`src/rtl/vm_dispense_pkg.sv`:
```
// Shared types for the vending machine dispense stage.
// Product indices run 1..3; 0 means no product.
package vm_dispense_pkg;

  typedef enum logic [2:0] {
    S_IDLE,
    S_SPIN,
    S_WAIT_DROP,
    S_DONE,
    S_FAULT
  } state_t;

  typedef logic [1:0] prod_idx_t;

  localparam prod_idx_t PROD_NONE = 2'd0;

  // product1 outranks product2, which outranks product3
  function automatic prod_idx_t sel_index(
    input logic p1,
    input logic p2,
    input logic p3
  );
    if (p1)
      sel_index = 2'd1;
    else if (p2)
      sel_index = 2'd2;
    else if (p3)
      sel_index = 2'd3;
    else
      sel_index = PROD_NONE;
  endfunction

  function automatic logic [2:0] idx_onehot(
    input prod_idx_t idx
  );
    case (idx)
      2'd1:    idx_onehot = 3'b001;
      2'd2:    idx_onehot = 3'b010;
      2'd3:    idx_onehot = 3'b100;
      default: idx_onehot = 3'b000;
    endcase
  endfunction

endpackage

```
`src/rtl/vm_down_timer.sv`:
```
// Loadable down-counter shared by the motor spin and drop wait phases.
// expired is high during the last cycle of a loaded interval.
module vm_down_timer #(
  parameter int W = 9
) (
  input  logic         clk,
  input  logic         reset,
  input  logic         load,
  input  logic [W-1:0] value,
  output logic         expired
);

  logic [W-1:0] count;

  always_ff @(posedge clk or negedge reset) begin
    if (!reset)
      count <= '0;
    else if (load)
      count <= value;
    else if (count != '0)
      count <= count - W'(1);
  end

  // a load of N gives exactly N cycles before the expiry edge
  assign expired = (count <= W'(1));

endmodule

```
`src/rtl/vm_dispense_controller.sv`:
```
// Dispense stage: motor drive, drop confirmation, one-deep
// request slot and per-product stock tracking.
module vm_dispense_controller
  import vm_dispense_pkg::*;
#(
  parameter int MOTOR_CYCLES = 200,
  parameter int DROP_TIMEOUT = 400,
  parameter int STOCK_W      = 4,
  parameter int STOCK_INIT   = 8
) (
  input  logic               clk,
  input  logic               reset,
  input  logic               product1,
  input  logic               product2,
  input  logic               product3,
  input  logic               delivered,
  input  logic               drop_sensor,
  input  logic               restock,
  output logic               motor1,
  output logic               motor2,
  output logic               motor3,
  output logic               busy,
  output logic               vend_done,
  output logic               reject,
  output logic               fault,
  output logic [2:0]         sold_out,
  output logic [STOCK_W-1:0] stock1,
  output logic [STOCK_W-1:0] stock2,
  output logic [STOCK_W-1:0] stock3
);

  localparam int TMAX =
    (MOTOR_CYCLES > DROP_TIMEOUT) ? MOTOR_CYCLES : DROP_TIMEOUT;
  localparam int TW = $clog2(TMAX + 1);

  localparam logic [TW-1:0] T_MOTOR = TW'(MOTOR_CYCLES);
  localparam logic [TW-1:0] T_DROP  = TW'(DROP_TIMEOUT);
  localparam logic [STOCK_W-1:0] S_INIT = STOCK_W'(STOCK_INIT);

  state_t    state_q, state_d;
  prod_idx_t sel_q, sel_d;
  prod_idx_t slot_q, slot_d;
  prod_idx_t req, pend;
  logic      rs_pend_q, rs_pend_d;
  logic      reload;
  logic      done_d, reject_d;
  logic      tmr_load, tmr_expired;
  logic [TW-1:0] tmr_val;
  logic [2:0] motor_q;

  logic [STOCK_W-1:0] st1_q, st2_q, st3_q;
  logic [STOCK_W-1:0] st1_d, st2_d, st3_d;

  function automatic logic [STOCK_W-1:0] stock_of(
    input prod_idx_t          idx,
    input logic [STOCK_W-1:0] a,
    input logic [STOCK_W-1:0] b,
    input logic [STOCK_W-1:0] c
  );
    case (idx)
      2'd1:    stock_of = a;
      2'd2:    stock_of = b;
      2'd3:    stock_of = c;
      default: stock_of = '0;
    endcase
  endfunction

  assign req = delivered
    ? sel_index(product1, product2, product3)
    : PROD_NONE;

  vm_down_timer #(
    .W(TW)
  ) u_timer (
    .clk    (clk),
    .reset  (reset),
    .load   (tmr_load),
    .value  (tmr_val),
    .expired(tmr_expired)
  );

  always_comb begin
    state_d   = state_q;
    sel_d     = sel_q;
    slot_d    = slot_q;
    rs_pend_d = rs_pend_q;
    st1_d     = st1_q;
    st2_d     = st2_q;
    st3_d     = st3_q;
    reload    = 1'b0;
    done_d    = 1'b0;
    reject_d  = 1'b0;
    tmr_load  = 1'b0;
    tmr_val   = T_MOTOR;
    // in DONE a fresh request fills an empty slot and is consumed at once
    pend = (slot_q != PROD_NONE) ? slot_q : req;

    unique case (state_q)
      S_IDLE: begin
        if (restock) begin
          reload   = 1'b1;
          reject_d = (req != PROD_NONE);
        end else if (req != PROD_NONE) begin
          if (stock_of(req, st1_q, st2_q, st3_q) != '0) begin
            sel_d    = req;
            tmr_load = 1'b1;
            state_d  = S_SPIN;
          end else begin
            reject_d = 1'b1;
          end
        end
      end

      S_SPIN, S_WAIT_DROP: begin
        if (req != PROD_NONE) begin
          if (slot_q == PROD_NONE)
            slot_d = req;
          else
            reject_d = 1'b1;
        end
        if (restock)
          rs_pend_d = 1'b1;
        if (state_q == S_SPIN) begin
          if (tmr_expired) begin
            tmr_load = 1'b1;
            tmr_val  = T_DROP;
            state_d  = S_WAIT_DROP;
          end
        end else if (drop_sensor) begin
          state_d = S_DONE;
          done_d  = 1'b1;
          unique case (sel_q)
            2'd1: if (st1_q != '0) st1_d = st1_q - STOCK_W'(1);
            2'd2: if (st2_q != '0) st2_d = st2_q - STOCK_W'(1);
            2'd3: if (st3_q != '0) st3_d = st3_q - STOCK_W'(1);
            default: ;
          endcase
        end else if (tmr_expired) begin
          // anything queued is discarded on the way into FAULT
          state_d  = S_FAULT;
          slot_d   = PROD_NONE;
          reject_d = (req != PROD_NONE) || (slot_q != PROD_NONE);
        end
      end

      S_DONE: begin
        slot_d  = PROD_NONE;
        state_d = S_IDLE;
        if (slot_q != PROD_NONE && req != PROD_NONE)
          reject_d = 1'b1;
        if (restock || rs_pend_q) begin
          reload = 1'b1;
          if (pend != PROD_NONE)
            reject_d = 1'b1;
        end else if (pend != PROD_NONE) begin
          if (stock_of(pend, st1_q, st2_q, st3_q) != '0) begin
            sel_d    = pend;
            tmr_load = 1'b1;
            state_d  = S_SPIN;
          end else begin
            reject_d = 1'b1;
          end
        end
      end

      S_FAULT: begin
        slot_d   = PROD_NONE;
        reject_d = (req != PROD_NONE);
        if (restock || rs_pend_q) begin
          reload  = 1'b1;
          state_d = S_IDLE;
        end
      end

      default: state_d = S_IDLE;
    endcase

    if (reload) begin
      st1_d     = S_INIT;
      st2_d     = S_INIT;
      st3_d     = S_INIT;
      rs_pend_d = 1'b0;
    end
  end

  always_ff @(posedge clk or negedge reset) begin
    if (!reset) begin
      state_q   <= S_IDLE;
      sel_q     <= PROD_NONE;
      slot_q    <= PROD_NONE;
      rs_pend_q <= 1'b0;
      st1_q     <= S_INIT;
      st2_q     <= S_INIT;
      st3_q     <= S_INIT;
      motor_q   <= 3'b000;
      busy      <= 1'b0;
      vend_done <= 1'b0;
      reject    <= 1'b0;
      fault     <= 1'b0;
      sold_out  <= 3'b000;
    end else begin
      state_q   <= state_d;
      sel_q     <= sel_d;
      slot_q    <= slot_d;
      rs_pend_q <= rs_pend_d;
      st1_q     <= st1_d;
      st2_q     <= st2_d;
      st3_q     <= st3_d;
      motor_q   <= (state_d == S_SPIN) ? idx_onehot(sel_d) : 3'b000;
      busy      <= (state_d != S_IDLE);
      vend_done <= done_d;
      reject    <= reject_d;
      fault     <= (state_d == S_FAULT);
      // follows the counters one cycle late
      sold_out  <= {st3_q == '0, st2_q == '0, st1_q == '0};
    end
  end

  assign motor1 = motor_q[0];
  assign motor2 = motor_q[1];
  assign motor3 = motor_q[2];
  assign stock1 = st1_q;
  assign stock2 = st2_q;
  assign stock3 = st3_q;

endmodule

```
`config.mk`:
```
export PLATFORM = sky130hd
export DESIGN_NAME = vm_dispense_controller
export DESIGN_NICKNAME = d
export VERILOG_FILES = /design/src/rtl/vm_dispense_pkg.sv /design/src/rtl/vm_down_timer.sv /design/src/rtl/vm_dispense_controller.sv
export SDC_FILE = /design/constraint.sdc
export NUM_CORES = 1
export LEC_CHECK = 0
export ABC_CLOCK_PERIOD_IN_PS = 2200
export CELL_PAD_IN_SITES_DETAIL_PLACEMENT = 0
export CELL_PAD_IN_SITES_GLOBAL_PLACEMENT = 2
export CORE_MARGIN = 2
export CORE_UTILIZATION = 31
export CTS_CLUSTER_DIAMETER = 80
export DETAILED_ROUTE_END_ITERATION = 12
export PLACE_DENSITY_LB_ADDON = 0.05
export SLEW_MARGIN = 20
export SYNTH_ARGS = -nofsm -noshare
export SYNTH_HDL_FRONTEND = slang
export SYNTH_HIERARCHICAL = 1
export SYNTH_SLANG_ARGS = --single-unit
```
`constraint.sdc`:
```
create_clock -name clk -period 2.2 [get_ports clk]
set_input_delay 0.44 -clock clk [delete_from_list [all_inputs] [get_ports clk]]
set_output_delay 0.44 -clock clk [all_outputs]
set_load 0.02 [all_outputs]
```
==> results of run 1 <==
-- state kept, by name, indices dropped and copies added (netlist names) --
register       flops
state_q            3
slot_q             2
rs_pend_q          1
stock3             4
stock2             4
sel_q              2
motor_q            3
busy               1
u_timer/count      9
stock1             4
vend_done          1
fault              1
sold_out           3
reject             1
-- cell families after synthesis --
logic type,count (synthesis),synth area share (%)
mux,1,0.429
fa+ha+maj,6,3.11
compound gates,69,21.4
xor+xnor,7,2.63
other cells,2,0.322
simple gates,99,25.1
buf+inv,27,5.05
flops,39,42.0
-- synthesized netlist by cell type (3+ instances only) --
| cell | number |
|---|---|
| dfrtp_1 | 36 |
| nor4_1 | 4 |
| or2_2 | 6 |
| inv_1 | 19 |
| a211oi_1 | 3 |
| o21ai_0 | 14 |
| clkbuf_1 | 4 |
| nor3_1 | 9 |
| nand3_1 | 4 |
| nor3b_1 | 3 |
| or4_1 | 3 |
| dfstp_2 | 3 |
| a22oi_1 | 3 |
| nor2_1 | 24 |
| and3_1 | 3 |
| a31oi_1 | 5 |
| ha_1 | 5 |
| a21oi_1 | 10 |
| o31ai_1 | 6 |
| xnor2_1 | 5 |
| o211ai_1 | 3 |
| nand2_1 | 18 |
-- per-stage QoR --
step	util (%)	setup TNS, ns	setup slack (ns)	hold WS (ns)	power, mW
detailed placement	43.9	-4.85	-0.395	0.438	2.36
global placement	43.9	-4.40	-0.380	0.443	2.37
CTS	46.0	-0.132	-0.0702	0.118	3.03
finish	46.9	-0.133	-0.0588	0.106	3.07
floorplan	-	-0.00598	-0.00598	0.144	1.80
global route	46.9	-0.884	-0.172	0.136	3.30
-- path summary, 6_finish.rpt --
check / from / to / slack [ns]
hold / removal: reset / slot_q[1]$_DFFE_PN0P_ / 0.11
max in group asynchronous: reset / stock1[3]$_DFFE_PN1P_ / 1.53
setup / recovery: stock2[0]$_DFFE_PN0P_ / motor_q[2]$_DFF_PN0_ / -0.06
setup reg to reg: stock2[0]$_DFFE_PN0P_ / motor_q[2]$_DFF_PN0_ / -0.06
min in group clk: stock3[2]$_DFFE_PN0P_ / sold_out[2]$_DFF_PN0_ / 0.58
hold reg to reg: stock3[2]$_DFFE_PN0P_ / sold_out[2]$_DFF_PN0_ / 0.58
-- routing by layer --
metal / GRT usage [%] / up-vias / routed length, um
met4: 6.41 / 0 / 169
met5: 0 / - / 0
li1: - / 1091 / -
met1: 21.8 / 1026 / 3110
met2: 28.7 / 33 / 3170
met3: 2.92 / 12 / 169
-- cell type report --
cell class / count / area [um2] / share of cell area [%]
clock buffer: 5 / 68.8 / 2.02
clock inverter: 3 / 43.8 / 1.29
inverter: 19 / 73.8 / 2.17
multi-input combinational: 187 / 1350 / 39.6
sequential: 39 / 985 / 28.9
tap: 99 / 124 / 3.64
timing repair buffer: 90 / 758 / 22.3
-- power groups by stage --
stage | clock network, mW | registers [mW] | logic [mW]
final | 0.615 | 1.05 | 1.41
after global routing | 0.667 | 1.09 | 1.55
after CTS | 0.633 | 1.05 | 1.35
after detailed placement | 0 | 1.06 | 1.30
after global placement | 0 | 1.06 | 1.31
after floorplan | 0 | 1.08 | 0.728
-- timing repair --
item,4_1_cts,5_1_grt
gates resized for setup,8,12
pin swaps,3,4
buffers inserted,1,1
setup endpoints to repair,10,15
==> impl_metrics.json, run 1 <==
{
  "most-common-layout-cells": "59 x buf_4, 32 x dfrtp_1, 27 x clkdlybuf4s50_1, 21 x nor2_1",
  "cts_sinks": 39,
  "die_width_um": 90.7,
  "power.internal_mw": 1.93,
  "clkLatencyLatePin_ns": 0.29,
  "yosys_warnings": 6,
  "worst_slack_ns": -0.0588,
  "synth_cells": 250,
  "clk_pin_slew_ns": 0.09,
  "startpoint_type": "flip-flop",
  "final_common_cell": "buf_4",
  "crit_type": "flip-flop to flip-flop",
  "grt_pass1_vias": 2360,
  "stdcell_count": 442,
  "rsz0062_at_grt": "yes",
  "ys_ff_latch": 39,
  "pwr-share-seq_pct": 34.2,
  "start_util_pct": 32.1,
  "worst_slew_pin_slew_ns": 0.493,
  "ioPinCount": 30,
  "outcome": "finished, violations left",
  "crit_required_ns": 2.39,
  "cts_made_buffers": 5,
  "grt_pass1_wl_mm": 11.3,
  "final_cell_area_um2": 3400,
  "cts_max_level": 2,
  "firstDrtPassIters": 4,
  "yosysTopAreaCell": "dfrtp_1",
  "synth_top_area_share_pct": 38.6,
  "violations": "negative setup slack",
  "hold_class": "primary input to asynchronous set/reset pin",
  "worst_setup_path_end_kind": "flip-flop",
  "place_inst": 432,
  "synth_flop_cell": "dfrtp_1",
  "rows": 31,
  "grtUsageTotal_pct": 17.0,
  "p_sw_share_pct": 37.1,
  "combPwrFrac_pct": 45.8,
  "antenna_left": 0,
  "synth_area_leaders": "dfrtp_1 39%, nor2_1 3.9%, dfstp_2 3.4%",
  "worstPathArrival_ns": 2.45,
  "drtIter0Drc": 71,
  "relSlewSlack_pct": 66.9,
  "slew_viol_final": 0,
  "path_delay_family": "simple AND/OR/NAND/NOR gates",
  "grt-ovfl-total": 0,
  "hold_violations": 0,
  "grt_max_degree": 22,
  "yosysSeqAreaShare_pct": 42.0,
  "clock_path_buffers": 2,
  "peakVddDrop_uv": 558,
  "gp_congestion": 0.791,
  "dp.final_hpwl_mm": 5.07,
  "remaining_drc_errors": 0,
  "cts_hold_buf": 0,
  "cts_tree": "yes",
  "areaGrowthSynthToFinish_pct": 45.9,
  "io_buffer_count": 29,
  "fillers": 734,
  "fin_crit_ns": 2.26,
  "vias": 2162,
  "fmax_ghz": 0.443,
  "cp_cell_sequence": "or4_4 > a221o_1 > nand4_4 > mux2i_4 > o211ai_1 > and4bb_1",
  "n_antenna_cell": 0,
  "dpl_cell_area_um2": 3180,
  "drt-total-wl_mm": 6.61,
  "p_switching_mw": 1.14,
  "synth_cell_types": 69,
  "fin_crit_sh_pct": 103,
  "cpPeakStageDelay_ns": 0.57,
  "die_y_um": 90.7,
  "async_reset_ff_share_pct": 100,
  "critical_path_buf_inv_count": 0,
  "setup_violations": 4,
  "crit_fanout": 5,
  "synth_area_um2": 2330,
  "finClkSkew_ns": 0.00633,
  "crit_cells": 6,
  "die_area_um2": 8230,
  "rr_worst_depth": 6,
  "synth_edf_count": 0,
  "power_density_nw_per_um2": 904,
  "slowest_stage": "or4_4",
  "syn_avg_cell_area_um2": 9.32,
  "drv_cap": 0,
  "nets": 355,
  "viasPerCell": 4.89,
  "p_leak_nw": 1.47,
  "routedWlPerCell_um": 15.0,
  "antenna_found_initial": 0,
  "drive_gt1_share_pct": 33.5,
  "p_clk_share_pct": 20.0,
  "coreArea_um2": 7250,
  "cts_root_buf": "clkbuf_8"
}
Power figures use the tool's default switching activity.
==> run 2: changes to the inputs <==
- CTS_CLUSTER_DIAMETER: 80 -> 120
==> results of run 2 <==
Same layout as run 1: the final DEF is identical, and so are final timing and power.
==> run 3: changes to the inputs <==
- CTS_CLUSTER_SIZE: unset -> 30
==> results of run 3 <==
Same layout as run 1: the final DEF is identical, and so are final timing and power.
